$ cat src/rtl/ir_status_decoder_if.sv
// IR/status stage bus: control inputs, instruction word, ALU flags in;
// registered IR, class, illegal, status and branch qualifier out.
interface ir_status_decoder_if #(
  parameter int IW = 32
);
  logic          ir_load;
  logic [IW-1:0] ir_data_in;
  logic          flag_load;
  logic [3:0]    alu_flags;
  logic          alu_zero;
  logic          illegal_clear;
  logic [IW-1:0] instruction;
  logic [2:0]    instr_class;
  logic          illegal;
  logic [4:0]    status;
  logic          cond_met;

  modport master (
    output ir_load, ir_data_in, flag_load,
    output alu_flags, alu_zero, illegal_clear,
    input  instruction, instr_class, illegal,
    input  status, cond_met
  );

  modport slave (
    input  ir_load, ir_data_in, flag_load,
    input  alu_flags, alu_zero, illegal_clear,
    output instruction, instr_class, illegal,
    output status, cond_met
  );
endinterface

$ cat src/rtl/ir_status_decoder.sv
// LEGv8 instruction register, opcode class decoder, NZCV flag register
// and B.cond/CBZ/CBNZ evaluation.
// Ports: clock, reset (sync, active-high), bus (ir_status_decoder_if.slave).
module ir_status_decoder #(
  parameter int         IW         = 32,
  parameter logic [3:0] FLAG_RST   = 4'b0000,
  parameter bit         STICKY_ILL = 1'b1
) (
  input logic             clock,
  input logic             reset,
  ir_status_decoder_if.slave bus
);

  localparam logic [2:0] C_NONE = 3'd0;
  localparam logic [2:0] C_D    = 3'd1;
  localparam logic [2:0] C_R    = 3'd2;
  localparam logic [2:0] C_I    = 3'd3;
  localparam logic [2:0] C_B    = 3'd4;
  localparam logic [2:0] C_CB   = 3'd5;
  localparam logic [2:0] C_IW   = 3'd6;

  logic [IW-1:0] ir_q;
  logic [2:0]    cls_q;
  logic          ill_q;
  logic [3:0]    flags_q;

  logic [10:0]   op;
  logic [2:0]    dec_cls;
  logic          dec_ill;

  assign op = bus.ir_data_in[IW-1:IW-11];

  // Ordered patterns: the first hit defines the class.
  always_comb begin
    dec_cls = C_NONE;
    dec_ill = 1'b0;
    priority case (1'b1)
      (op[10:5] == 6'b000101),
      (op[10:5] == 6'b100101),
      (op == 11'b11010110000):
        dec_cls = C_B;
      (op[10:3] == 8'b10110100),
      (op[10:3] == 8'b10110101),
      (op[10:3] == 8'b01010100):
        dec_cls = C_CB;
      (op == 11'b11111000010),
      (op == 11'b11111000000):
        dec_cls = C_D;
      (op == 11'b10001011000),
      (op == 11'b11001011000),
      (op == 11'b10001010000),
      (op == 11'b10101010000),
      (op == 11'b11001010000),
      (op == 11'b10101011000),
      (op == 11'b11101011000),
      (op == 11'b11101010000),
      (op == 11'b11010011011),
      (op == 11'b11010011010):
        dec_cls = C_R;
      (op[10:1] == 10'b1001000100),
      (op[10:1] == 10'b1101000100),
      (op[10:1] == 10'b1011000100),
      (op[10:1] == 10'b1111000100),
      (op[10:1] == 10'b1001001000),
      (op[10:1] == 10'b1011001000),
      (op[10:1] == 10'b1101001000),
      (op[10:1] == 10'b1111001000):
        dec_cls = C_I;
      (op[10:2] == 9'b110100101),
      (op[10:2] == 9'b111100101):
        dec_cls = C_IW;
      default:
        dec_ill = 1'b1;
    endcase
  end

  always_ff @(posedge clock) begin
    if (reset) begin
      ir_q  <= '0;
      cls_q <= C_NONE;
    end else if (bus.ir_load) begin
      ir_q  <= bus.ir_data_in;
      cls_q <= dec_cls;
    end
  end

  // A new illegal load beats a simultaneous clear.
  always_ff @(posedge clock) begin
    if (reset)
      ill_q <= 1'b0;
    else if (bus.ir_load && dec_ill)
      ill_q <= 1'b1;
    else if (bus.illegal_clear)
      ill_q <= 1'b0;
    else if (!STICKY_ILL && bus.ir_load)
      ill_q <= 1'b0;
  end

  always_ff @(posedge clock) begin
    if (reset)
      flags_q <= FLAG_RST;
    else if (bus.flag_load)
      flags_q <= bus.alu_flags;
  end

  logic fv, fc, fn, fz;
  logic ge, gt, hi;
  logic bc;

  assign {fv, fc, fn, fz} = flags_q;
  assign ge = (fn == fv);
  assign gt = ~fz & ge;
  assign hi = fc & ~fz;

  always_comb begin
    bc = 1'b1;
    case (ir_q[3:0])
      4'h0: bc = fz;
      4'h1: bc = ~fz;
      4'h2: bc = fc;
      4'h3: bc = ~fc;
      4'h4: bc = fn;
      4'h5: bc = ~fn;
      4'h6: bc = fv;
      4'h7: bc = ~fv;
      4'h8: bc = hi;
      4'h9: bc = ~hi;
      4'hA: bc = ge;
      4'hB: bc = ~ge;
      4'hC: bc = gt;
      4'hD: bc = ~gt;
      default: bc = 1'b1;
    endcase
  end

  // Within class 5 the top byte separates CBZ/CBNZ from B.cond.
  always_comb begin
    bus.cond_met = 1'b0;
    if (cls_q == C_CB) begin
      if (ir_q[IW-1:IW-8] == 8'b10110100)
        bus.cond_met = bus.alu_zero;
      else if (ir_q[IW-1:IW-8] == 8'b10110101)
        bus.cond_met = ~bus.alu_zero;
      else
        bus.cond_met = bc;
    end
  end

  assign bus.instruction = ir_q;
  assign bus.instr_class = cls_q;
  assign bus.illegal     = ill_q;
  assign bus.status      = {flags_q, bus.alu_zero};

endmodule

$ cat src/flat_wrapper.sv
// flat-port wrapper written by rule: the top's interface ports become plain ports
module ir_status_decoder_flat 
#(
  parameter int         IW         = 32,
  parameter logic [3:0] FLAG_RST   = 4'b0000,
  parameter bit         STICKY_ILL = 1'b1
)
  (clock, reset, bus_ir_load, bus_ir_data_in, bus_flag_load, bus_alu_flags, bus_alu_zero, bus_illegal_clear, bus_instruction, bus_instr_class, bus_illegal, bus_status, bus_cond_met);
  ir_status_decoder_if #(.IW(IW)) bus_i ();
  input logic clock;
  input logic reset;
  input wire logic [$bits(bus_i.ir_load)-1:0] bus_ir_load;
  input wire logic [$bits(bus_i.ir_data_in)-1:0] bus_ir_data_in;
  input wire logic [$bits(bus_i.flag_load)-1:0] bus_flag_load;
  input wire logic [$bits(bus_i.alu_flags)-1:0] bus_alu_flags;
  input wire logic [$bits(bus_i.alu_zero)-1:0] bus_alu_zero;
  input wire logic [$bits(bus_i.illegal_clear)-1:0] bus_illegal_clear;
  output wire logic [$bits(bus_i.instruction)-1:0] bus_instruction;
  output wire logic [$bits(bus_i.instr_class)-1:0] bus_instr_class;
  output wire logic [$bits(bus_i.illegal)-1:0] bus_illegal;
  output wire logic [$bits(bus_i.status)-1:0] bus_status;
  output wire logic [$bits(bus_i.cond_met)-1:0] bus_cond_met;
  assign bus_i.ir_load = bus_ir_load;
  assign bus_i.ir_data_in = bus_ir_data_in;
  assign bus_i.flag_load = bus_flag_load;
  assign bus_i.alu_flags = bus_alu_flags;
  assign bus_i.alu_zero = bus_alu_zero;
  assign bus_i.illegal_clear = bus_illegal_clear;
  assign bus_instruction = bus_i.instruction;
  assign bus_instr_class = bus_i.instr_class;
  assign bus_illegal = bus_i.illegal;
  assign bus_status = bus_i.status;
  assign bus_cond_met = bus_i.cond_met;
  ir_status_decoder #(.IW(IW), .FLAG_RST(FLAG_RST), .STICKY_ILL(STICKY_ILL)) u_core (.clock(clock), .reset(reset), .bus(bus_i));
endmodule
$ cat config.mk
export PLATFORM = sky130hd
export DESIGN_NAME = ir_status_decoder_flat
export DESIGN_NICKNAME = d
export VERILOG_FILES = /design/src/rtl/ir_status_decoder_if.sv /design/src/rtl/ir_status_decoder.sv /design/src/flat_wrapper.sv
export SDC_FILE = /design/constraint.sdc
export NUM_CORES = 1
export LEC_CHECK = 0
export BUFFER_PORTS_ARGS = -buffer_cell sky130_fd_sc_hd__buf_2
export CORE_UTILIZATION = 40
export DETAILED_ROUTE_END_ITERATION = 16
export GPL_TIMING_DRIVEN = 0
export PLACE_DENSITY = 0.7
export SYNTH_ARGS = -nofsm -noshare
export SYNTH_HDL_FRONTEND = slang
export SYNTH_SLANG_ARGS = --single-unit
export TNS_END_PERCENT = 50
$ cat constraint.sdc
create_clock -name clock -period 2 [get_ports clock]
set_input_delay 0.3 -clock clock [delete_from_list [all_inputs] [get_ports clock]]
set_output_delay 0.3 -clock clock [all_outputs]
set_load 0.005 [all_outputs]
==> Yosys cells after proc, flatten, opt, wreduce, memory -nomap -nowiden <==
Cells that the tools add are included.
{ "word_totals": {"latch_bits": 0, "output_inout_bits": 42, "elab_cells": 86, "mem_bits_rw": 0, "inputBits": 42, "n_memories": 0, "rom_bits": 0, "ff_bits": 40} }
{ "classes": {"addsub": 0, "shifts": 0, "n_mul": 0, "eq_ne": 45, "n_mux": 18, "n_div": 0, "n_reduce_logical": 9, "bitwise_logic": 10, "magnitude_cmp": 0} }
{ "ops": {"columns": ["operator", "count"], "rows": [
  ["equality test 11 bit (second input constant)", 13],
  ["equality test 10 bit (second input constant)", 8],
  ["equality test 8 bit (second input constant)", 4],
  ["equality test 4 bit (second input constant)", 6],
  ["equality test 9 bit (second input constant)", 2],
  ["two-way mux 3 bit", 6],
  ["equality test 4 x 3 -> 1 bit (second input constant)", 4],
  ["one-hot mux 1 bit (14 select lines)", 1],
  ["two-way mux 1 bit", 11],
  ["OR reduction 10 bit", 1],
  ["equality test 4 x 2 -> 1 bit (second input constant)", 2],
  ["equality test 8 x 7 -> 1 bit (second input constant)", 1],
  ["NOT 1 bit", 8],
  ["OR reduction 8 bit", 1],
  ["equality test 6 x 3 -> 1 bit (second input constant)", 1],
  ["equality test 6 bit (second input constant)", 1],
  ["OR reduction 3 bit", 2],
  ["equality test 4 x 1 -> 1 bit (second input constant)", 1],
  ["zero test 4 bit", 1],
  ["OR reduction 2 bit", 2],
  ["equality test 3 bit (second input constant)", 1],
  ["AND 1 bit", 2],
  ["nonzero test 2 bit", 1],
  ["equality test 1 bit", 1],
  ["logical AND 1 bit", 1]
]} }

==> Logic depth before layout (Yosys ltp) <==
{ "depth": {"depth_word": 10, "depth_mapped": 6} }

==> Worst setup path before layout <==
Ideal clock, no wire load.
{ "synth_path": {"path_kind": "register -> output", "startpoint": "register u_core.ir_q[3] (netlist: u_core.bus.instruction[3])", "endpoint": "output bus_cond_met", "stages_incl_launch_ff": 6, "arrival_ns": 1.540, "path_buffers": 0, "slack_ns": 0.160, "cell_sequence": "dfxtp_1 > nor3b_1 > a21oi_1 > or4b_2 > a31oi_1 > a21oi_1"} }
{ "synth_via": {"elab_chain_len": 5, "elab_cells_between_ends": 18, "cone_classes": "13 x eq/ne; 4 x mux; 1 x reduce/logical"} }
{ "synth_lines": {"columns": ["element", "line_no", "rtl"], "rows": [
  ["from (decl)", "ir_status_decoder.sv:22", "logic [IW-1:0] ir_q;"],
  ["from (signal assigned)", "ir_status_decoder.sv:82", "ir_q <= bus.ir_data_in;"],
  ["equality test 4 bit (tied with other cells)", "ir_status_decoder.sv:117", "case (ir_q[3:0])"],
  ["one-hot mux 1 bit (14 select lines) (*)", "ir_status_decoder.sv:117", null],
  ["two-way mux 1 bit (*)", "ir_status_decoder.sv:142", "else if (ir_q[IW-1:IW-8] == 8'b10110101)"],
  ["two-way mux 1 bit (*)", "ir_status_decoder.sv:140", "if (ir_q[IW-1:IW-8] == 8'b10110100)"],
  ["two-way mux 1 bit (*)", "ir_status_decoder.sv:139", "if (cls_q == C_CB) begin"],
  ["to (decl)", "flat_wrapper.sv:22", "output wire logic [$bits(bus_i.cond_met)-1:0] bus_cond_met;"]
]} }
Mark *: on every way between the ends. The rest lies on a longest branch, timed or not.

==> Final worst setup path <==
{ "layout_path": {"startpoint": "register u_core.flags_q[3]", "endpoint": "output bus_cond_met"} }
{ "layout_via": {"elab_chain_len": 7, "elab_cells_between_ends": 9, "cone_classes": "1 x eq/ne; 4 x mux; 4 x bitwise"} }
{ "layout_lines": {"columns": ["element", "line_no", "rtl"], "rows": [
  ["from (decl)", "ir_status_decoder.sv:25", "logic [3:0] flags_q;"],
  ["from (signal assigned)", "ir_status_decoder.sv:103", "flags_q <= bus.alu_flags;"],
  ["equality test 1 bit", "ir_status_decoder.sv:111", "assign ge = (fn == fv);"],
  ["AND 1 bit", "ir_status_decoder.sv:112", "assign gt = ~fz & ge;"],
  ["NOT 1 bit", "ir_status_decoder.sv:131", "4'hD: bc = ~gt;"],
  ["one-hot mux 1 bit (14 select lines) (*)", "ir_status_decoder.sv:117", null],
  ["two-way mux 1 bit (*)", "ir_status_decoder.sv:142", null],
  ["two-way mux 1 bit (*)", "ir_status_decoder.sv:140", null],
  ["two-way mux 1 bit (*)", "ir_status_decoder.sv:139", null]
]} }
Marks and branches as above.

==> metrics <==
r2r setup slk=1.09 ns; die span in y=70.1 um; via density per instance=5.03; final setup fails=1; H-tree depth=2; asr flop ratio synth=0; drt pass-1 iters=4; routed wire length=4.41 mm; Vias=1700; Leak=1.25 nW; initial antenna violation count=0; Worst EP arrival=1.74 ns; Top FF cell, synth=dfxtp_1; outcome=finished with violations; Worst R2R End=u_core.flags_q[3]; Syn Std Cell Area=0.00186 mm2; Routed Antenna Nets=0; synthesized flop and latch total=40; Cells after Synth=194; final std cells w/o fill=338; end of the worst hold path=u_core.flags_q[1]; clk slew on worst S/H paths=0.08 ns; Hold-fix buffers, CTS=0; Skew-Pair Late Insertion Delay=0.29 ns; Hold WC Path Type=input port to flip-flop; P per Cell Area=756 mW/mm2; gr usage total=0.184; vias in the first global route=1531; Critical Path Start Type=flip-flop; Final Instance Area=0.00253 mm2; clock sinks=40; DR iter-0 viols=52; Synthesized Nets=236; # rows=24; failing checks=setup timing; hold path cells=3; Synth top area share=0.432; area post-placement=0.00232 mm2; Num CTS Buffers=5; Syn Area/Cell=9.56 um2; Worst Setup Slack, final=-0.0427 ns; Most Frequent Cell on Critical Path=a21oi_1; Hold Path Origin=bus_alu_flags[1]; Critical Path Sink Type=output pin; Final Hold Fails=0; Yosys top cell by area=dfxtp_1; RSZ-0062 raised after global routing=true; slowest CP cell=or4b_4; Filler cells=407; main area contributors after synthesis=dfxtp_1 (43%), mux2i_1 (19%), nor2_1 (8.5%), a21oi_1 (1.9%), nor4bb_1 (1.6%); worst-path fanout max=2; DRC violation count after routing=0; fin. max-slew vios=0; Distinct cells, synth=44; CP peak stage delay=0.48 ns; CP required=1.70 ns; fin crit share=1.02; hpwl dp=3.23 mm; Max Cap Viol=0; Place WS=-0.0322 ns; chip width=70.1 um; Nets=328; Port Buffers=79; worst r2r src=u_core.flags_q[3]; first-pass GRT wire length=7.15 mm; fmax=490 MHz; placed instance count=325; Die ar.=0.00492 mm2; starting density of the core=0.420; Setup Skew=0 ns; overflow left after global routing=0; worst IR drop on VDD=0.554 mV; slew margin rel.=0.688; DR WL/cell=13.0 um; Critical Path, Cell by Cell=nor3b_2, a21oi_1, or4b_4, a31oi_1, a21oi_1, buf_2; CTS tree=yes; final core utilization=0.574; core box area=0.00441 mm2; worst path bufs/invs=1; # IOs=84; synthesis warning total=0; worst hold margin=0.240 ns; ANT cells=0; Seq/Total Area, Yosys=0.432; Tightest Pin Transition=0.468 ns; largest net degree at the start of global routing=13; fin crit period=2.04 ns; cell family with most CP delay=simple AND/OR/NAND/NOR gates; Root Buffer=clkbuf_8; GPL Wtd Cong=0.812; layout cells sized above 1=0.392; Longest Clk Path Bufs=2; Area Growth Syn to Fin=36.6%; Post-synth EDFFs=0; cells on worst reg2reg path=4; kind of critical path=flip-flop to output pin
==> metrics by stage <==
step | TNS (ns) | power [mW]
after floorplan | 0 | 1.04
after global placement | -0.0387 | 1.15
after detailed placement | -0.0322 | 1.16
after CTS | -0.00847 | 1.94
after global routing | -0.117 | 2.00
final | -0.0427 | 1.92
==> power breakdown <==
part / switching (mW) / internal [mW]
sequential: 0.0325 / 0.841
combinational: 0.136 / 0.147
clock: 0.269 / 0.491
total: 0.437 / 1.48
==> sequential cells by signal (all words and copies together) (netlist names) <==
name and count:
u_core.bus.illegal 1, u_core.bus.instruction 32, u_core.flags_q 4, u_core.bus.instr_class 3
==> cell usage after synthesis, types with 2 or more instances <==
cell and number:
mux2i_1 36, xnor2_1 2, a31oi_1 3, nor2b_1 4, a21oi_1 7, dfxtp_1 40, nor2_1 42, clkbuf_1 7
a211oi_1 2, nor4bb_1 3, nor3b_1 4, nand2_1 4, buf_2 4, inv_1 4, nand2b_1 3
==> final cells by class <==
class	count	area, um2	share of cell area
multi-input cells	138	1010	0.397
flip-flops and latches	40	813	0.321
repair buffers	86	455	0.180
clock buffers	5	68.8	0.0271
well taps	52	65.1	0.0257
clock inverters	2	60.1	0.0237
plain buffers	11	50.0	0.0197
inverters	4	15.0	0.00592
==> worst reg2reg max path, cell delays in order (launching register included) <==
cell     delay (ns)
dfxtp_4        0.36
buf_6          0.12
buf_4          0.12
mux2i_1        0.15
nor2_1         0.05
==> worst max-delay path by stage <==
stage	from	endpoint	cells after the start
3_3_place_gp	u_core.bus.instruction[3]	bus_cond_met	6
3_5_place_dp	u_core.bus.instruction[3]	bus_cond_met	6
5_1_grt	u_core.flags_q[3]	bus_cond_met	8
6_report	u_core.flags_q[3]	bus_cond_met	6
2_1_floorplan	u_core.bus.instruction[3]	bus_cond_met	5
4_1_cts	u_core.flags_q[3]	bus_cond_met	6
==> what timing repair did <==
action	in CTS	in global routing
cloned	0	0
pin swaps	5	0
setup buffers	7	0
setup endpoints to repair	1	1
gates resized for setup	13	2
==> cell families (layout without fill, tap and decap cells) <==
kind of cell | after synthesis | in the layout | share of synthesized area
AOI/OAI and AO/OA | 27 | 27 | 0.116
xor gates and xnor gates | 3 | 3 | 0.0142
buffers and inverters | 16 | 108 | 0.0371
DFF | 40 | 40 | 0.432
muxes | 37 | 37 | 0.200
and+or+nand+nor | 71 | 71 | 0.201
==> metal layers <==
layer,track usage,part of all wire,routed length [um]
met1,0.234,0.47,2060
met2,0.299,0.47,2070
met3,0.0462,0.054,238
met4,0.0667,0.0075,33
met5,0,0,0
==> cell usage in the layout (no fill, tap or decap), types with 4 or more instances in the layout <==
| cell | instances |
|---|---|
| clkbuf_1 | 6 |
| nor2b_1 | 4 |
| dfxtp_1 | 36 |
| mux2i_1 | 36 |
| buf_2 | 83 |
| buf_4 | 6 |
| a21oi_1 | 6 |
| inv_1 | 4 |
| nand2_1 | 4 |
| clkbuf_8 | 5 |
| nor2_1 | 42 |
No activity file was read; power rests on OpenSTA's default activity.
